$ cat config.mk
export PLATFORM = sky130hd
export DESIGN_NAME = spi_reg_slave
export DESIGN_NICKNAME = d
export VERILOG_FILES = /design/src/rtl/spi_reg_slave.sv
export SDC_FILE = /design/constraint.sdc
export NUM_CORES = 1
export LEC_CHECK = 0
export ABC_AREA = 1
export ABC_CLOCK_PERIOD_IN_PS = 20000
export CELL_PAD_IN_SITES_DETAIL_PLACEMENT = 0
export CELL_PAD_IN_SITES_GLOBAL_PLACEMENT = 1
export CORE_UTILIZATION = 37
export CTS_CLUSTER_DIAMETER = 80
export DETAILED_ROUTE_END_ITERATION = 10
export GPL_TIMING_DRIVEN = 0
export PLACE_DENSITY_LB_ADDON = 0.1
export SETUP_SLACK_MARGIN = 0.2
export SLEW_MARGIN = 40
export SYNTH_ARGS = -nofsm -noshare
export SYNTH_HDL_FRONTEND = slang
export SYNTH_SLANG_ARGS = --single-unit
$ cat constraint.sdc
create_clock -name clk_clk -period 20 [get_ports clk_clk]
set_input_delay 2 -clock clk_clk [delete_from_list [all_inputs] [get_ports clk_clk]]
set_output_delay 2 -clock clk_clk [all_outputs]
set_load 0.05 [all_outputs]
$ cat src/rtl/spi_reg_slave.sv
// SPI mode-0 responder with a 32x8 register file, MAX3421E-style framing.
// Command byte: reg = cmd[7:3], write when cmd[1]. The data bytes that follow
// go to or come from that one register (no auto-increment).
// All SPI pins are oversampled in the clk_clk domain. SCLK must be <= clk_clk/8.
module spi_reg_slave #(
    parameter logic [4:0] STATUS_REG = 5'd24,
    parameter logic [4:0] IRQ_REG    = 5'd25,
    parameter logic [4:0] IEN_REG    = 5'd26
) (
    input  logic       clk_clk,
    input  logic       reset_reset,
    input  logic       spi_sclk,
    input  logic       spi_mosi,
    input  logic       spi_ss_n,
    output logic       spi_miso,
    output logic       spi_miso_oe,
    input  logic [4:0] loc_addr,
    input  logic [7:0] loc_wdata,
    input  logic       loc_we,
    output logic [7:0] loc_rdata,
    output logic       spi_wr_valid,
    output logic [4:0] spi_wr_addr,
    output logic [7:0] spi_wr_data,
    output logic       irq
);

    typedef enum logic [1:0] {IDLE, CMD, WR, RD} state_t;

    state_t      state_q, state_d;
    logic [7:0]  regs [0:31];
    logic        sclk_s1, sclk_s2, sclk_d;
    logic        mosi_s1, mosi_s2;
    logic        ss_s1, ss_s2, ss_d;
    logic [1:0]  sync_vld;
    logic        armed;
    logic [7:0]  rx_shift, tx_shift;
    logic [2:0]  bit_cnt;
    logic [4:0]  addr;

    logic        sclk_rise, sclk_fall, ss_fall;
    logic [7:0]  rx_next;
    logic        start, active, shift_en, byte_done, spi_we, tx_load, tx_shift_en;

    // Two-flop synchronisers plus delayed copies for edge detection. ss_n
    // resets high so the bus looks deselected. The block is only armed once the
    // synchronised ss_n is seen high, so a select that is already low when
    // reset is released is ignored until it rises.
    always_ff @(posedge clk_clk or posedge reset_reset) begin
        if (reset_reset) begin
            sclk_s1  <= 1'b0;
            sclk_s2  <= 1'b0;
            sclk_d   <= 1'b0;
            mosi_s1  <= 1'b0;
            mosi_s2  <= 1'b0;
            ss_s1    <= 1'b1;
            ss_s2    <= 1'b1;
            ss_d     <= 1'b1;
            sync_vld <= 2'b00;
            armed    <= 1'b0;
        end else begin
            sclk_s1  <= spi_sclk;
            sclk_s2  <= sclk_s1;
            sclk_d   <= sclk_s2;
            mosi_s1  <= spi_mosi;
            mosi_s2  <= mosi_s1;
            ss_s1    <= spi_ss_n;
            ss_s2    <= ss_s1;
            ss_d     <= ss_s2;
            sync_vld <= {sync_vld[0], 1'b1};
            armed    <= armed | (sync_vld[1] & ss_s2);
        end
    end

    assign sclk_rise = sclk_s2 & ~sclk_d;
    assign sclk_fall = ~sclk_s2 & sclk_d;
    assign ss_fall   = armed & ss_d & ~ss_s2;
    assign rx_next   = {rx_shift[6:0], mosi_s2};

    // State register.
    always_ff @(posedge clk_clk or posedge reset_reset) begin
        if (reset_reset) state_q <= IDLE;
        else             state_q <= state_d;
    end

    // Next state: select starts a frame, deselect aborts from any state, and
    // the command byte chooses the write or read phase.
    always_comb begin
        state_d = state_q;
        case (state_q)
            IDLE: if (ss_fall) state_d = CMD;
            CMD: begin
                if (ss_s2)
                    state_d = IDLE;
                else if (sclk_rise && bit_cnt == 3'd7)
                    state_d = rx_next[1] ? WR : RD;
            end
            default: if (ss_s2) state_d = IDLE;
        endcase
    end

    // Datapath strobes decoded from the state. Nothing fires while deselected,
    // so a partial byte at abort never writes.
    always_comb begin
        start       = (state_q == IDLE) && ss_fall;
        active      = (state_q != IDLE) && !ss_s2;
        shift_en    = active && sclk_rise;
        byte_done   = shift_en && (bit_cnt == 3'd7);
        spi_we      = byte_done && (state_q == WR);
        tx_load     = active && sclk_fall && (bit_cnt == 3'd0);
        tx_shift_en = active && sclk_fall && (bit_cnt != 3'd0);
    end

    // Shift registers, bit counter, latched address and the write-report pulse.
    always_ff @(posedge clk_clk or posedge reset_reset) begin
        if (reset_reset) begin
            rx_shift     <= 8'h00;
            tx_shift     <= 8'h00;
            bit_cnt      <= 3'd0;
            addr         <= 5'd0;
            spi_wr_valid <= 1'b0;
            spi_wr_addr  <= 5'd0;
            spi_wr_data  <= 8'h00;
        end else begin
            spi_wr_valid <= spi_we;
            if (spi_we) begin
                spi_wr_addr <= addr;
                spi_wr_data <= rx_next;
            end
            if (start) begin
                tx_shift <= regs[STATUS_REG];
                bit_cnt  <= 3'd0;
            end else begin
                if (shift_en) begin
                    rx_shift <= rx_next;
                    bit_cnt  <= bit_cnt + 3'd1;
                end
                if (byte_done && state_q == CMD)
                    addr <= rx_next[7:3];
                if (tx_load)
                    tx_shift <= (state_q == RD) ? regs[addr] : 8'h00;
                else if (tx_shift_en)
                    tx_shift <= {tx_shift[6:0], 1'b0};
            end
        end
    end

    // Register file. An SPI write beats a same-cycle local write to the same
    // register, but writes to different registers both take effect.
    always_ff @(posedge clk_clk or posedge reset_reset) begin
        if (reset_reset) begin
            for (int i = 0; i < 32; i++) regs[i] <= 8'h00;
        end else begin
            for (int i = 0; i < 32; i++) begin
                if (spi_we && addr == 5'(i))
                    regs[i] <= rx_next;
                else if (loc_we && loc_addr == 5'(i))
                    regs[i] <= loc_wdata;
            end
        end
    end

    // Registered interrupt output, one clk behind the flag/enable registers.
    always_ff @(posedge clk_clk or posedge reset_reset) begin
        if (reset_reset) irq <= 1'b0;
        else             irq <= |(regs[IRQ_REG] & regs[IEN_REG]);
    end

    assign spi_miso    = tx_shift[7];
    assign spi_miso_oe = ~ss_s2;
    assign loc_rdata   = regs[loc_addr];

endmodule
### Word level (Yosys, flattened, before mapping)

Cells that the tools add are included.

* eq/ne operators: 68
* bitwise operators: 13
* muxes and demuxes: 82
* add/sub/neg operators: 1
* shift-type cells: 0
* order comparisons: 2
* reductions and logical operators: 120
* $mul: 0
* divide/modulo/power cells: 0

Operators by type and width (count)
* 2-to-1 mux 8 bit: 72
* == test 5 bit, second input constant: 32
* binary-select mux 8 bit (select 5 bit): 2
* == test 5 x 4 -> 1 bit, second input constant: 16
* logical AND 1 bit: 74
* nonzero test 2 bit: 34
* == test 5 x 3 -> 1 bit, second input constant: 8
* == test 5 x 2 -> 1 bit, second input constant: 4
* greater-or-equal comparator 6 bit, second input constant: 2
* inverter 5 -> 6 bit: 2
* == test 5 x 1 -> 1 bit, second input constant: 2
* zero test 5 bit: 2
* nonzero test 3 bit: 3
* bitwise AND 8 bit: 1
* 2-to-1 mux 2 bit: 4
* OR reduction 8 bit: 1
* 2-to-1 mux 3 bit: 2
* bitwise AND 1 bit: 5
* == test 2 bit, second input constant: 2
* inverter 1 bit: 4
* case mux 2 bit (2 select lines): 1
* AND reduction 2 bit: 2
* adder 3 x 1 -> 3 bit, second input constant: 1
* == test 3 bit, second input constant: 1
* other kinds (9): 9

* bits of input ports: 19
* memories kept: 0
* output and inout bits: 25
* memory bits (read-only): 0
* register bits: 307
* bits in latches: 0
* word-level logic and storage cells: 337
* memory bits (writable): 0

### Longest topological paths before layout

Gate-level depths: netlist (run 1).

* depth in word-level cells: 7
* mapped depth: 15

### Least setup slack after synthesis (run 1)

OpenSTA, ideal clock, no wires.

* path kind: input to output
* start: in loc_addr[0]
* end: out loc_rdata[1]
* setup slack: 14152 ps
* required time: 18000 ps
* cell stages on the path: 7
* arrival: 3848 ps
* path through: nor2_1 buf_2 buf_1 a22oi_1 a21oi_1 nor2_1 a22oi_1

* longest elaborated chain between the ends: 4

Ends and longest elaborated chain
* start, declared: line 17 `input logic [4:0] loc_addr,`
* inverter 5 -> 6 bit (implied by the code): line 170 `assign loc_rdata = regs[loc_addr];`
* binary-select mux 8 bit (select 5 bit): line 170
* 2-to-1 mux 8 bit (implied by the code) (2 in series): line 170
* end, declared: line 20 `output logic [7:0] loc_rdata,`

Every way passes these cells. The select of a mux whose other input is x is not followed.

### Final worst setup path (run 1)

* start: in loc_addr[0]
* end: out loc_rdata[6]

The elaborated chain is that of the path after synthesis.

==> metrics.txt, run 1 <==
syn avg cell area=6.99 µm²; DRC viols=0; synthesized area=18600 µm²; crit path max fanout=10; mux contribution to synthesized area=0%; CTS tree=yes; first-pass GRT wire length=141000 µm; XOR/XNOR Fraction of Synth Area=0%; # nets final=approximately 2800; std cell rows=81; Top FF cell, synth=dfrtp_1; Adder-Cell Fraction of Synth Area=0.202%; setup_tns=0 ns; largest family of logic cells by synthesized area=simple AND/OR/NAND/NOR gates; CP Data Required Time=18.00 ns; area of the die=~51000 µm²; most common cell in the netlist=nand2_1; DR WL/cell=29.2 µm; fin crit period=8.15 ns; status=finished clean; htree depth=2; Pleak=0.0103 µW; # Post-CTS Setup Buffers=0; maximum VDD drop=0.0661 mV; Hold Path Depth=0; gr ovfl total=0; Setup CP Type=in -> out; max cap viols=0; Top Family by Delay on Critical Path=buffers and inverters; hold buffers post-CTS=0; vias in the first global route=19300; hold path startpoint=sync_vld[0]$_DFF_PP0_; Worst R2R Start=addr[2]$_DFFE_PP0P_; Post-Synthesis Net Count=2680; Critical Path AT=6.15 ns; pin count of the biggest net entering global routing=72; Worst setup SP type=primary input; Slew @ Worst Pin=around 1.0 ns; slew margin rel.=a little under a third; number of top-level pins=44; area delta synth->final=14.7%; Port Buffer Count=43; Final setup viols=0; pwr/cell area=118 nW/µm²; Ys Warns=0; worst skew pair latency=0.58 ns; Placer Congestion=1.09; clock power share=about 28%; P_sw=1110 µW; Initial Utilization=37.7%; CORE AREA=a little under 50000 µm²; vias per cell=5.98; placed insts=3371; Worst setup EP type=output port; Crit path buffers/inverters=5; Tot GR Track Use=about 40%; ratio of cells with drive above 1 in the final layout=8.53%; number of clock sinks=approximately 310; final WL=a little over 100000 µm; Final ANT Viol Nets=0; final period utilization=around two fifths; synth unique cells=31; Critical Path, Cell by Cell=clkdlybuf4s50_1 -> inv_1 -> nor2_1 -> buf_2 -> buf_2 -> a22oi_1 -> a21oi_1 -> nor3_1 -> nor2_1 -> clkdlybuf4s50_1; post-CTS resize count=0; f_max=roughly 120 MHz; top-area cell type share of the netlist area=40.9%; DR pass1 iterations=6; Yosys reg bits=307; switch share=44.1%; Compound-Gate Fraction of Synth Area=11.9%; via count=20600; Commonest cells post-synth=nand2_1 (1133), nand3_1 (453), dfrtp_1 (304); TritonCTS buffer count=40; Mapped Cells=2658; Int Power=1400 µW; slowest CP cell=clkdlybuf4s50_1; type of the worst min-delay path=reg -> reg; EDFF count, synth=0; Seq/Total Area, Yosys=slightly above 40%; Gate power share=34.2%; reg2reg end=regs[210]$_DFFE_PP0P_; Final Hold Viols=0; Max Slew Vio Count=0; Largest stage delay, worst path=0.87 ns; Reg2Reg Depth=9; Clock transition at path regs=0.05 ns; unrepaired setup endpoints after global routing=no; initial drt markers=3049; die height=roughly 230 µm; Max Clock Skew=0.0208 ns; Root Driver=clkbuf_16; worst-case clock buffer depth=3; Die Wd=226 µm; Post-Synth Simple-Gate Area=41.1%; Post-synth ARST share=100%; Final HPWL DP=72900 µm; synth top area cells=dfrtp_1 (41%), nand2_1 (23%), nand3_1 (12%); register share of total power=37.3%; Yosys top cell by area=dfrtp_1; Final Non-Filler Cells=3446; Worst R2R Setup Slack=17.15 ns; sink of the worst hold path=sync_vld[1]$_DFF_PP0_; initial antenna violation count=4
-- placed cells by master (no fill, tap or decap), drive strengths merged --
cell | netlist | routed
diode | 0 | 2
ha | 3 | 3
a221oi | 1 | 1
nand4 | 4 | 4
buf | 55 | 60
o221ai | 2 | 2
nand3b | 1 | 1
nor3 | 10 | 10
nor2 | 176 | 176
nand2 | 1133 | 1133
o22ai | 1 | 1
a31oi | 1 | 1
a22oi | 141 | 141
inv | 92 | 95
a21oi | 34 | 34
clkinv | 9 | 14
dfstp | 3 | 3
bufinv | 0 | 1
o21ai | 43 | 43
dfrtp | 304 | 304
nand3 | 453 | 453
clkbuf | 93 | 154
conb | 1 | 1
clkdlybuf4s50 | 0 | 43
a22o | 1 | 1
clkinvlp | 0 | 4
o211ai | 97 | 97
-- flip-flops by register name (all words and copies together), names as in the netlist --
name / flops
tx_shift: 8
sclk_s1: 1
ss_s2: 1
ss_s1: 1
sync_vld: 2
rx_shift: 7
regs: 256
sclk_s2: 1
irq: 1
mosi_s1: 1
spi_wr_addr: 5
mosi_s2: 1
sclk_d: 1
bit_cnt: 3
spi_wr_valid: 1
addr: 5
armed: 1
ss_d: 1
spi_wr_data: 8
state_q: 2
-- area by class of cell --
cell class | count | area, µm²
inverters | 101 | 397
clock inverters | 13 | 111
diodes | 2 | 5.00
multi-input cells | 2102 | 9910
repair buffers | 49 | 556
plain buffers | 148 | 684
well taps | 664 | 831
flip-flops and latches | 307 | 7690
fillers | 5195 | 27900
clock buffers | 60 | 1150
-- worst max path at each step --
stage / from / end / slack [ns] / cells past startpoint
after floorplan: reset_reset / addr[0]$_DFFE_PP0P_ / 9.52 / 1
after global placement: reset_reset / armed$_DFF_PP0_ / 4.85 / 2
after detailed placement: loc_addr[0] / loc_rdata[1] / 12.02 / 10
after CTS: loc_addr[0] / loc_rdata[1] / 12.02 / 10
after global routing: loc_addr[0] / loc_rdata[1] / 11.83 / 10
final: loc_addr[0] / loc_rdata[6] / 11.85 / 10
-- metrics by stage --
step                instance area [µm²]  hold WS, ns  power (µW)  util (%)  setup slack (ns)
global route                      21300        0.366        2590      43.3             11.83
finish                            21300        0.349        2510      43.3             11.85
detailed placement                20100        0.342        1750      40.7             12.02
floorplan                         18600        0.331        1340         -              9.52
global placement                  19800        0.334        1740      40.3              4.85
CTS                               21300        0.354        2470      43.3             12.02
-- power by group through the flow --
stage | Combinational (µW) | Clock, µW | Sequential, µW
after global routing | 905 | 744 | 943
after global placement | 807 | 0 | 931
after floorplan | 482 | 0 | 859
after detailed placement | 819 | 0 | 932
after CTS | 822 | 719 | 924
final | 858 | 714 | 935
-- cells by family after synthesis --
logic type	count (synthesis)
simple gates	1777
compound gates	321
flops	307
buf+inv	249
fa+ha+maj	3
other cells	1
-- per-layer routing --
layer  GRT usage, %  part of all wire [%]  up-vias
li1               -                     -     9075
met1           53.6                    41     9917
met2           56.1                    41     1304
met3           10.7                    11      312
met4           23.8                   6.4        2
met5              0                 0.012        -
(Power assumes the default switching activity.)
==> run 2, diff against run 1 <==
ABC_CLOCK_PERIOD_IN_PS = 6850   (was 20000)
clock period = 6.85 ns   (was 20 ns; I/O delays follow)
==> metrics.txt, run 2 (same netlist as run 1, synthesis figures left out) <==
# nets final=2780 (+0.32%); vias per cell=5.98 (about the same); gr ovfl total=0 (unchanged); Port Buffer Count=43 (unchanged); # fillers=5180 (-0.29%); Worst setup SP type=primary input; ratio of cells with drive above 1 in the final layout=8.98% (+0.45 points); # Post-CTS Setup Buffers=0 (unchanged); final worst slack=1.22 ns (-10.63 ns); CP Data Required Time=6.16 ns (-11.84 ns); f_max=178 MHz; Max Slew Vio Count=0 (unchanged); Worst R2R Start=addr[0]$_DFFE_PP0P_; via count=20600 (+0.049%); post-placement worst setup slack=1.55 ns (-10.47 ns); area of the die=51100 µm² (unchanged); final WL=102000 µm (+1.0%); Final Cell Area=21500 µm² (+1.1%); fin crit period=5.63 ns; sink of the worst hold path=sync_vld[1]$_DFF_PP0_; Biggest register=regs; first-pass GRT wire length=142000 µm (+0.83%); number of top-level pins=44 (unchanged); commonest non-fill, non-tap cell in the layout=nand2_1; post-CTS resize count=0 (unchanged); status=finished clean; hold buffers post-CTS=0 (unchanged); Worst R2R Setup Slack=3.87 ns (-13.28 ns); DRC viols=0 (unchanged); htree depth=2 (unchanged); Pleak=0.0104 µW (+1.1%); type of the worst min-delay path=reg -> reg; Slew @ Worst Pin=0.960 ns (-0.0751 ns); FF/Latch Area=7690 µm² (unchanged); maximum VDD drop=0.185 mV (+180%); std cell rows=81 (unchanged); pin count of the biggest net entering global routing=26 (-64%); worst skew pair latency=0.58 ns (about the same); Critical Path AT=4.95 ns (-1.20 ns); diode count=0 (-2); Reg2Reg Depth=14 (+5); Die Wd=226 µm (unchanged); vias in the first global route=19000 (-1.1%); CTS tree=yes; DP Area=20300 µm² (+1.1%); Worst setup EP type=output port; Largest regs=regs: 256 flops, spi_wr_data: 8 flops, tx_shift: 8 flops; initial drt markers=2958 (-3.0%); worst-case clock buffer depth=3 (unchanged); Final Hold Viols=0 (unchanged); die height=226 µm (unchanged); TritonCTS buffer count=40 (unchanged); Max Clock Skew=0.0298 ns (+0.00904 ns); area delta synth->final=15.9%; Initial Utilization=37.7% (unchanged); final period utilization=around 82%; initial antenna violation count=1 (-3); Placer Congestion=1.10 (+0.58%); Root Driver=clkbuf_16; pwr/cell area=341 nW/µm² (+190%); Final ANT Viol Nets=0 (unchanged); Final setup viols=0 (unchanged); max cap viols=0 (unchanged); reg2reg end=tx_shift[7]$_DFFE_PP0P_; DR WL/cell=29.5 µm (+0.94%); Tot GR Track Use=40.0% (+0.40 points); multi-input gate area in the final layout=9910 µm² (about the same); slew margin rel.=36.0% (+5.0 points); most frequent cells in the layout=nand2_1 (1133), nand3_1 (453), dfrtp_1 (304); Final HPWL DP=74100 µm (+1.6%); DR pass1 iterations=6 (unchanged); hold path startpoint=sync_vld[0]$_DFF_PP0_; number of flip-flops in the largest register=256 (unchanged); crit path max fanout=10 (unchanged); unrepaired setup endpoints after global routing=no; number of clock sinks=307 (unchanged); Clock transition at path regs=0.05 ns (about the same); Hold Path Depth=0 (unchanged); Setup CP Type=in -> out; CORE AREA=49300 µm² (unchanged)
## run 2: worst max-delay path by stage
| stage | to | from | slack (ns) | cells past startpoint |
|---|---|---|---|---|
| floorplan | addr[0]$_DFFE_PP0P_ | reset_reset | 2.08 | 1 |
| global placement | spi_wr_data[1]$_DFFE_PP0P_ | reset_reset | -0.56 | 2 |
| detailed placement | loc_rdata[1] | loc_addr[0] | 1.55 | 10 |
| CTS | loc_rdata[1] | loc_addr[0] | 1.55 | 10 |
| global route | loc_rdata[1] | loc_addr[0] | 1.43 | 10 |
| finish | loc_rdata[1] | loc_addr[0] | 1.22 | 10 |
## run 2: per-layer routing
metal | vias to the layer above | global-route usage (%) | wire length (µm)
met5 | - | 0 | 51
met1 | 9996 | 54.8 | 42200
met2 | 1262 | 57.8 | 42200
li1 | 9081 | - | -
met4 | 2 | 22.1 | 6420
met3 | 279 | 9.43 | 10700
## run 2: worst max-delay path, stage by stage
cell and delay, ns:
clkdlybuf4s50_1 0.60, inv_1 0.10, nor2_1 0.40, buf_2 0.43, buf_1 0.71, a22oi_1 0.22, a21oi_1 0.35, nor2_1 0.09
a22oi_1 0.45, clkdlybuf4s50_1 0.90
## run 2: per-stage QoR
stage          hold WS (ns)  cells  utilization (%)  setup TNS [ns]  total power (µW)
2_1_floorplan         0.331   2658                -               0              3920
3_3_place_gp          0.332   3365             40.3         -159.31              5070
3_5_place_dp          0.335   3380             41.2               0              5130
4_1_cts               0.347   3448             43.7               0              7220
5_1_grt               0.363   3448             43.8               0              7580
6_report              0.345   3448             43.8               0              7340
## run 2: power breakdown
group          internal (µW)  switching [µW]
clock                   1200             896
sequential              2230             503
combinational            676            1830
## run 2: layout make-up
class / instances / area share [%]
clock buffers: 57 / 5.50
repair buffers: 58 / 3.63
plain buffers: 148 / 3.18
clock inverters: 11 / 0.360
inverters: 101 / 1.82
multi-input cells: 2102 / 46.0
well taps: 664 / 3.86
flip-flops and latches: 307 / 35.7
